### src/rtl/axis_timing_generator.sv
// rtl/axis_timing_generator.sv - step/direction timing engine: period ticks, step counter, pulse-width shaper
// Optional macro TIMING_DEBUG_EN adds debug_period_tick, debug_step_trigger, debug_step_tc outputs.
module axis_timing_generator #(
  parameter int WIDTH = 32
) (
  input  logic             clock_in,
  input  logic             reset,
  input  logic             enable,
  input  logic             estop,
  input  logic             write,
  input  logic             instruction,
  input  logic             direction,
  input  logic [WIDTH-1:0] pulse_period,
  input  logic [WIDTH-1:0] pulse_count,
  input  logic [WIDTH-1:0] pulse_width,
  output logic             busy,
  output logic             error,
  output logic             pulse_out,
  output logic             direction_out
`ifdef TIMING_DEBUG_EN
  ,
  output logic             debug_period_tick,
  output logic             debug_step_trigger,
  output logic             debug_step_tc
`endif
);

  localparam logic [WIDTH-1:0] ONE  = {{(WIDTH-1){1'b0}}, 1'b1};
  localparam logic [WIDTH-1:0] ZERO = '0;

  logic [WIDTH-1:0] period_cnt_q, period_cnt_d;
  logic [WIDTH-1:0] period_load_q, period_load_d;
  logic [WIDTH-1:0] step_cnt_q, step_cnt_d;
  logic [WIDTH-1:0] width_q, width_d;
  logic [WIDTH-1:0] shaper_cnt_q, shaper_cnt_d;
  logic             tick_q, tick_d;
  logic             trig_q, trig_d;
  logic             instr_q, instr_d;
  logic             dir_q, dir_d;
  logic             error_q, error_d;
  logic             pulse_q, pulse_d;
  logic             step_nz;

  assign step_nz = (step_cnt_q != ZERO);

  // Next-state logic for the period generator, step counter, shaper and command registers.
  always_comb begin
    period_cnt_d  = period_cnt_q;
    period_load_d = period_load_q;
    step_cnt_d    = step_cnt_q;
    width_d       = width_q;
    shaper_cnt_d  = shaper_cnt_q;
    tick_d        = 1'b0;
    trig_d        = 1'b0;
    instr_d       = instr_q;
    dir_d         = dir_q;
    error_d       = error_q;
    pulse_d       = 1'b0;

    if (estop) begin
      // Emergency stop wins over everything, including a concurrent write.
      period_cnt_d = ZERO;
      step_cnt_d   = ZERO;
      shaper_cnt_d = ZERO;
      error_d      = error_q | step_nz;
    end else begin
      // The shaper keeps running across a new command so an in-flight pulse completes.
      if (trig_q && (width_q != ZERO)) begin
        shaper_cnt_d = width_q;
      end else if (shaper_cnt_q != ZERO) begin
        shaper_cnt_d = shaper_cnt_q - ONE;
      end

      if (write) begin
        // Pending tick/trigger belong to the aborted command and are dropped.
        instr_d       = instruction;
        dir_d         = direction;
        period_load_d = (pulse_period == ZERO) ? ONE : pulse_period;
        period_cnt_d  = (pulse_period == ZERO) ? ONE : pulse_period;
        step_cnt_d    = pulse_count;
        width_d       = pulse_width;
        error_d       = 1'b0;
      end else if (enable) begin
        if (step_nz) begin
          if (period_cnt_q <= ONE) begin
            tick_d       = 1'b1;
            period_cnt_d = period_load_q;
          end else begin
            period_cnt_d = period_cnt_q - ONE;
          end
        end
        if (tick_q && step_nz) begin
          step_cnt_d = step_cnt_q - ONE;
          trig_d     = 1'b1;
        end
      end else begin
        // A tick that lands while disabled is held so no step is lost.
        tick_d = tick_q;
      end

      pulse_d = instr_q & (shaper_cnt_d != ZERO);
    end
  end

  // State registers with synchronous active-high reset.
  always_ff @(posedge clock_in) begin
    if (reset) begin
      period_cnt_q  <= ZERO;
      period_load_q <= ZERO;
      step_cnt_q    <= ZERO;
      width_q       <= ZERO;
      shaper_cnt_q  <= ZERO;
      tick_q        <= 1'b0;
      trig_q        <= 1'b0;
      instr_q       <= 1'b0;
      dir_q         <= 1'b0;
      error_q       <= 1'b0;
      pulse_q       <= 1'b0;
    end else begin
      period_cnt_q  <= period_cnt_d;
      period_load_q <= period_load_d;
      step_cnt_q    <= step_cnt_d;
      width_q       <= width_d;
      shaper_cnt_q  <= shaper_cnt_d;
      tick_q        <= tick_d;
      trig_q        <= trig_d;
      instr_q       <= instr_d;
      dir_q         <= dir_d;
      error_q       <= error_d;
      pulse_q       <= pulse_d;
    end
  end

  assign busy          = step_nz;
  assign error         = error_q;
  assign pulse_out     = pulse_q;
  assign direction_out = dir_q;

`ifdef TIMING_DEBUG_EN
  assign debug_period_tick  = tick_q;
  assign debug_step_trigger = trig_q;
  assign debug_step_tc      = ~step_nz;
`endif

endmodule

### config.mk
export PLATFORM = sky130hd
export DESIGN_NAME = axis_timing_generator
export DESIGN_NICKNAME = d
export VERILOG_FILES = /design/src/rtl/axis_timing_generator.sv
export SDC_FILE = /design/constraint.sdc
export NUM_CORES = 1
export LEC_CHECK = 0
export CELL_PAD_IN_SITES_DETAIL_PLACEMENT = 1
export CELL_PAD_IN_SITES_GLOBAL_PLACEMENT = 2
export CORE_MARGIN = 2
export CORE_UTILIZATION = 30
export CTS_CLUSTER_DIAMETER = 100
export CTS_CLUSTER_SIZE = 28
export DETAILED_ROUTE_END_ITERATION = 8
export PLACE_DENSITY = 0.88
export SLEW_MARGIN = 20
export SYNTH_ARGS = -nofsm -noshare
export SYNTH_HDL_FRONTEND = slang
export SYNTH_SLANG_ARGS = --single-unit
### constraint.sdc
create_clock -name clock_in -period 2.8 [get_ports clock_in]
set_clock_uncertainty 0.1 [all_clocks]
set_input_delay 0.7 -clock clock_in [delete_from_list [all_inputs] [get_ports clock_in]]
set_output_delay 0.7 -clock clock_in [all_outputs]
set_load 0.01 [all_outputs]
# Word-level counts from Yosys, hierarchy flattened
# Cells that the tools add are included.
# op_classes
n_eq_ne,0
magnitude_cmp,1
n_shift,0
reduce_logical,17
mux,16
div_mod_pow,0
mul,0
n_bitwise,4
add_sub_neg,3
# ops
cell,count
2-to-1 mux 32 bit,11
nonzero test 32 bit,4
"subtractor 32 x 1 -> 32 bit, second input constant",3
"less-or-equal comparator 32 x 1 -> 1 bit, second input constant",1
zero test 32 bit,1
nonzero test 2 bit,4
AND reduction 2 bit,3
2-to-1 mux 1 bit,5
OR reduction 4 bit,1
OR reduction 3 bit,1
logical AND 1 bit,2
inverter 1 bit,2
OR reduction 2 bit,1
bitwise AND 1 bit,1
OR 1 bit,1
# word_totals
latchBits,0
output_inout_bits,4
reg_bits,166
word_cells,52
in_bits,103
mem_bits_rw,0
rom_bits,0
memories,0

# Logic depth before layout (Yosys ltp)
# logic_depth
ltp_word,6
ltp_mapped,11
depth_no_buf,10

# Worst setup path after synthesis
# Ideal clock, no wire load.
# synth_timing
path_type,register to register
from,register shaper_cnt_q[0]
to,"register pulse_q, in the netlist pulse_out"
synth_period_minus_slack_ps,3023
required_time_ps,2571
arrival_time_ps,2794
n_path_buf,1
stages_incl_launch_ff,12
setup_time_ps,129
path_slack_ps,-223
path_cell_list,dfxtp_1 -> inv_1 -> ha_1 -> or4b_4 -> or3_1 -> clkbuf_2 -> o211ai_2 -> or4_1 -> a31oi_1 -> or4_1 -> nor4_1 -> a31oi_1
# synth_between
elab_chain_len,6
word_cells_on_any_way,7
cone_classes,add/sub (1); mux (3); bitwise (1); reduce/logical (2)
# synth_lines
element,line,source
start: declaration,35,"logic [WIDTH-1:0] shaper_cnt_q, shaper_cnt_d;"
start signal: assignment,124,shaper_cnt_q <= shaper_cnt_d;
subtractor 32 x 1 -> 32 bit or nonzero test 32 bit (tied branches),"71, 70",
2-to-1 mux 32 bit (*),70,end else if (shaper_cnt_q != ZERO) begin
2-to-1 mux 32 bit (*),68,if (trig_q && (width_q != ZERO)) begin
2-to-1 mux 32 bit (*),60,if (estop) begin
nonzero test 32 bit (*),101,pulse_d = instr_q & (shaper_cnt_d != ZERO);
bitwise AND 1 bit (*),101,
end signal: assignment,130,pulse_q <= pulse_d;
end: declaration,41,"logic pulse_q, pulse_d;"
# Mark *: on every way between the ends. The rest lies on a longest branch, timed or not. The select of a mux whose other input is x is not followed.
# A chain may end at the register's enable or synchronous reset.

# Worst setup path in the final report
# layout_timing
from,register step_cnt_q[10]
to,output busy
# layout_between
elab_chain_len,1
# layout_lines
element,line,source
start: declaration,33,"logic [WIDTH-1:0] step_cnt_q, step_cnt_d;"
start signal: assignment,122,step_cnt_q <= step_cnt_d;
nonzero test 32 bit,44,assign step_nz = (step_cnt_q != ZERO);
end: declaration,16,"output logic busy,"
# No other way between the ends.

==> impl_metrics.csv <==
group,metric,value,unit
timing,setup_violations,66,
worst_setup_path,required,2.00,ns
worst_setup_path,max_stage_delay,0.53,ns
die,die_x,170.0,µm
detailed_routing,wl_per_cell,21.15,µm
cells_and_area,layout_commonest_cell,"dfxtp_1",
outcome,failed_checks,"setup timing",
timing,maxSlewViolCount,0,
synth,synth_cells,994,
placement,gp_congestion,0.8849,
synth,ys.flop_type,"dfxtp_1",
cells_and_area,regArea,3329,µm²
clocking,ctsRootBufferMaster,"clkbuf_16",
timing,fin_crit,3.328,ns
placement,dpl.cell_count,1536,
synth,yosys.area.top_type_share,40.19,%
timing,hold_viol,0,
clocking,path_clk_slew,0.06,ns
detailed_routing,drtIter0Drc,587,
synth,yosys.area.top_type,"dfxtp_1",
detailed_routing,route.detailed.drc,0,
clocking,clock_path_buffers,2,
worst_setup_path,worstSetupStartpoint,"step_cnt_q[10]",
synth,yosysWarnings,0,
die,start_util,30.60,%
synth,async_reset_ff_share,0,%
timing,rsz0062_at_grt,"true",
detailed_routing,ant_nets,0,
timing,worst_pin_slew,0.7054,ns
worst_setup_path,crit_path_cell_trace,"or4_4 -> or4_4 -> or4_4 -> or2_4 -> buf_6",
global_route,overflow,0,
detailed_routing,wl,33910,µm
detailed_routing,first_pass_iters,6,
clocking,insertion_delay,0.45,ns
worst_setup_path,cp-start-kind,"flop",
timing,post-route-period-util,118.8,%
cells_and_area,area_growth_syn_to_layout,50.25,%
cells_and_area,final_cells,1603,
synth,ys_top_cells_by_area,"dfxtp_1 40%, a22o_1 7.2%, a21oi_1 5.8%",
clocking,clock-sinks,166,
worst_setup_path,r2r_start,"step_cnt_q[10]",
clocking,cts_tree,"done",
die,die_h,170.0,µm
min_path,min_path_type,"reg2reg",
global_route,grt_pass1_vias,9332,
cells_and_area,layout-drive-gt1-share,26.43,%
worst_setup_path,crit_top_cell,"or4_4",
die,core-area,27030,µm²
clocking,postCtsHoldBufs,0,
synth,synth_fp_nets,1102,
worst_setup_path,ff2ff_path_depth,10,
clocking,htreeDepth,4,
global_route,grtUsageMet3,4.791,%
cells_and_area,fin_util,45.97,%
power_and_ir_drop,leakage,4.793,nW
global_route,grt_max_degree,57,
worst_setup_path,worstPathMaxFanout,2,
global_route,gr-max-usage-layer,"met2",
worst_setup_path,cp_slowest_cell,"or4_4",
power_and_ir_drop,power_density,1114,nW/µm²
synth,seq_area_frac_synth,40.19,%
worst_setup_path,reg2reg_slack,-0.39,ns
worst_setup_path,crit_type,"reg2out",
timing,max_freq,300.5,MHz
synth,synth_edf_count,0,
global_route,grt_usage,22.92,%
die,rows,60,
worst_setup_path,r2r_end,"step_cnt_q[31]",
detailed_routing,viasPerCell,5.634,
min_path,hp-start,"period_load_q[0]",
min_path,worstHoldEndpoint,"period_load_q[0]",
placement,dp_hpwl,21980,µm
detailed_routing,vias,9032,
worst_setup_path,arrival,2.53,ns
outcome,status,"finished, violations left",
power_and_ir_drop,vdd_drop_max,0.6777,mV
global_route,met1_usage,29.26,%
timing,whs,0.3571,ns
synth,synth-seq-cells,166,
synth,synth.avg_cell_area,8.319,µm²
cells_and_area,multi_input_area,5097,µm²
placement,io_buffers,106,
cells_and_area,layout.nets,1355,
synth,syn-cell-area,8269,µm²
global_route,grt_pass1_wl,51820,µm
global_route,met2_usage,38.15,%
placement,dp_slack,-0.4210,ns
clocking,cts_made_buffers,17,
run,maxCapViolations,0,
global_route,antenna_found_initial,1,
timing,max_slew_margin,52.54,%
min_path,hold_depth,2,
timing,setup_slack,-0.5276,ns
worst_setup_path,cp-end-kind,"output port",
die,fp.dieArea,28910,µm²
die,ioPinCount,107,
synth,ys_types,70,
cells_and_area,fillCellCount,3140,
cells_and_area,final_cell_mix,"163 x dfxtp_1, 161 x buf_4, 104 x clkdlybuf4s50_1, 95 x nor2_1, 81 x a21oi_1",
-- kinds of logic (layout without fill, tap and decap cells) --
| family | count (synthesis) | in the layout | synth area share [%] |
|---|---|---|---|
| mux | 7 | 7 | 0.8474 |
| simple gates | 353 | 353 | 22.48 |
| other cells | 0 | 2 | 0 |
| flops | 166 | 166 | 40.19 |
| xor+xnor | 48 | 48 | 5.084 |
| fa+ha+maj | 5 | 5 | 0.7565 |
| buf+inv | 89 | 355 | 4.584 |
| compound gates | 326 | 326 | 26.06 |
-- routing by layer --
layer | wire length (µm) | vias up
li1 | - | 4225
met1 | 15000 | 4486
met2 | 16170 | 260
met3 | 1836 | 61
met4 | 902 | 0
met5 | 0 | -
-- cell type report --
type | count | share of cell area (%)
antenna | 2 | 0.04028
clock buffer | 22 | 3.897
clock inverter | 10 | 0.9567
inverter | 22 | 0.6848
multi-input combinational | 739 | 41.03
sequential | 166 | 26.80
tap | 341 | 3.434
timing repair buffer | 301 | 23.16
-- worst max path at each step --
stage                            to  slack, ns  depth (start not counted)
final                          busy      -0.53                          5
after detailed placement       busy      -0.42                          5
after floorplan           pulse_out      -0.19                         11
after global routing           busy      -0.57                          5
after global placement         busy      -0.42                          5
after CTS                      busy      -0.53                          5
-- power breakdown --
| part | switching [mW] | internal (mW) |
|---|---|---|
| combinational | 4.30 | 4.15 |
| sequential | 0.281 | 2.65 |
| clock | 1.05 | 1.41 |
| total | 5.63 | 8.21 |
-- worst max-delay path, delay by kind of cell, from the launching register on --
family | cells | cell delay [ns]
buf+inv | 1 | 0.12
flops | 1 | 0.32
simple gates | 4 | 1.66
-- sequential cells by signal (all words and copies together) (netlist names) --
name,cells
direction_out,1
error,1
instr_q,1
period_cnt_q,32
period_load_q,32
pulse_out,1
shaper_cnt_q,32
step_cnt_q,32
tick_q,1
trig_q,1
width_q,32
-- cells in the mapped netlist (all sizes together) (8+ instances only) --
cell	n
a211oi	13
nand2	72
or2	8
clkbuf	53
nand4	14
buf	14
inv	22
or4	21
o211ai	10
o21ai	74
dfxtp	166
o31ai	9
nand3	16
a21oi	96
a22o	68
nor3	28
or3	20
nor4	43
xnor2	28
a31oi	11
xor2	20
nor2	99
-- repair_timing --
action,in CTS,in global routing
gates cloned,7,0
setup buffers,15,15
setup endpoints to repair,64,75
gates resized for setup,69,73
pin swaps,30,46
-- per-stage QoR --
step / cell area [µm²] / setup TNS, ns / power, mW
after floorplan: 8292 / -0.1900 / 6.549
after global placement: 10830 / -4.311 / 9.623
after detailed placement: 10830 / -6.170 / 9.799
after CTS: 12020 / -13.61 / 12.86
after global routing: 12420 / -22.50 / 14.60
final: 12420 / -16.21 / 13.84
Power figures use the tool's default switching activity.
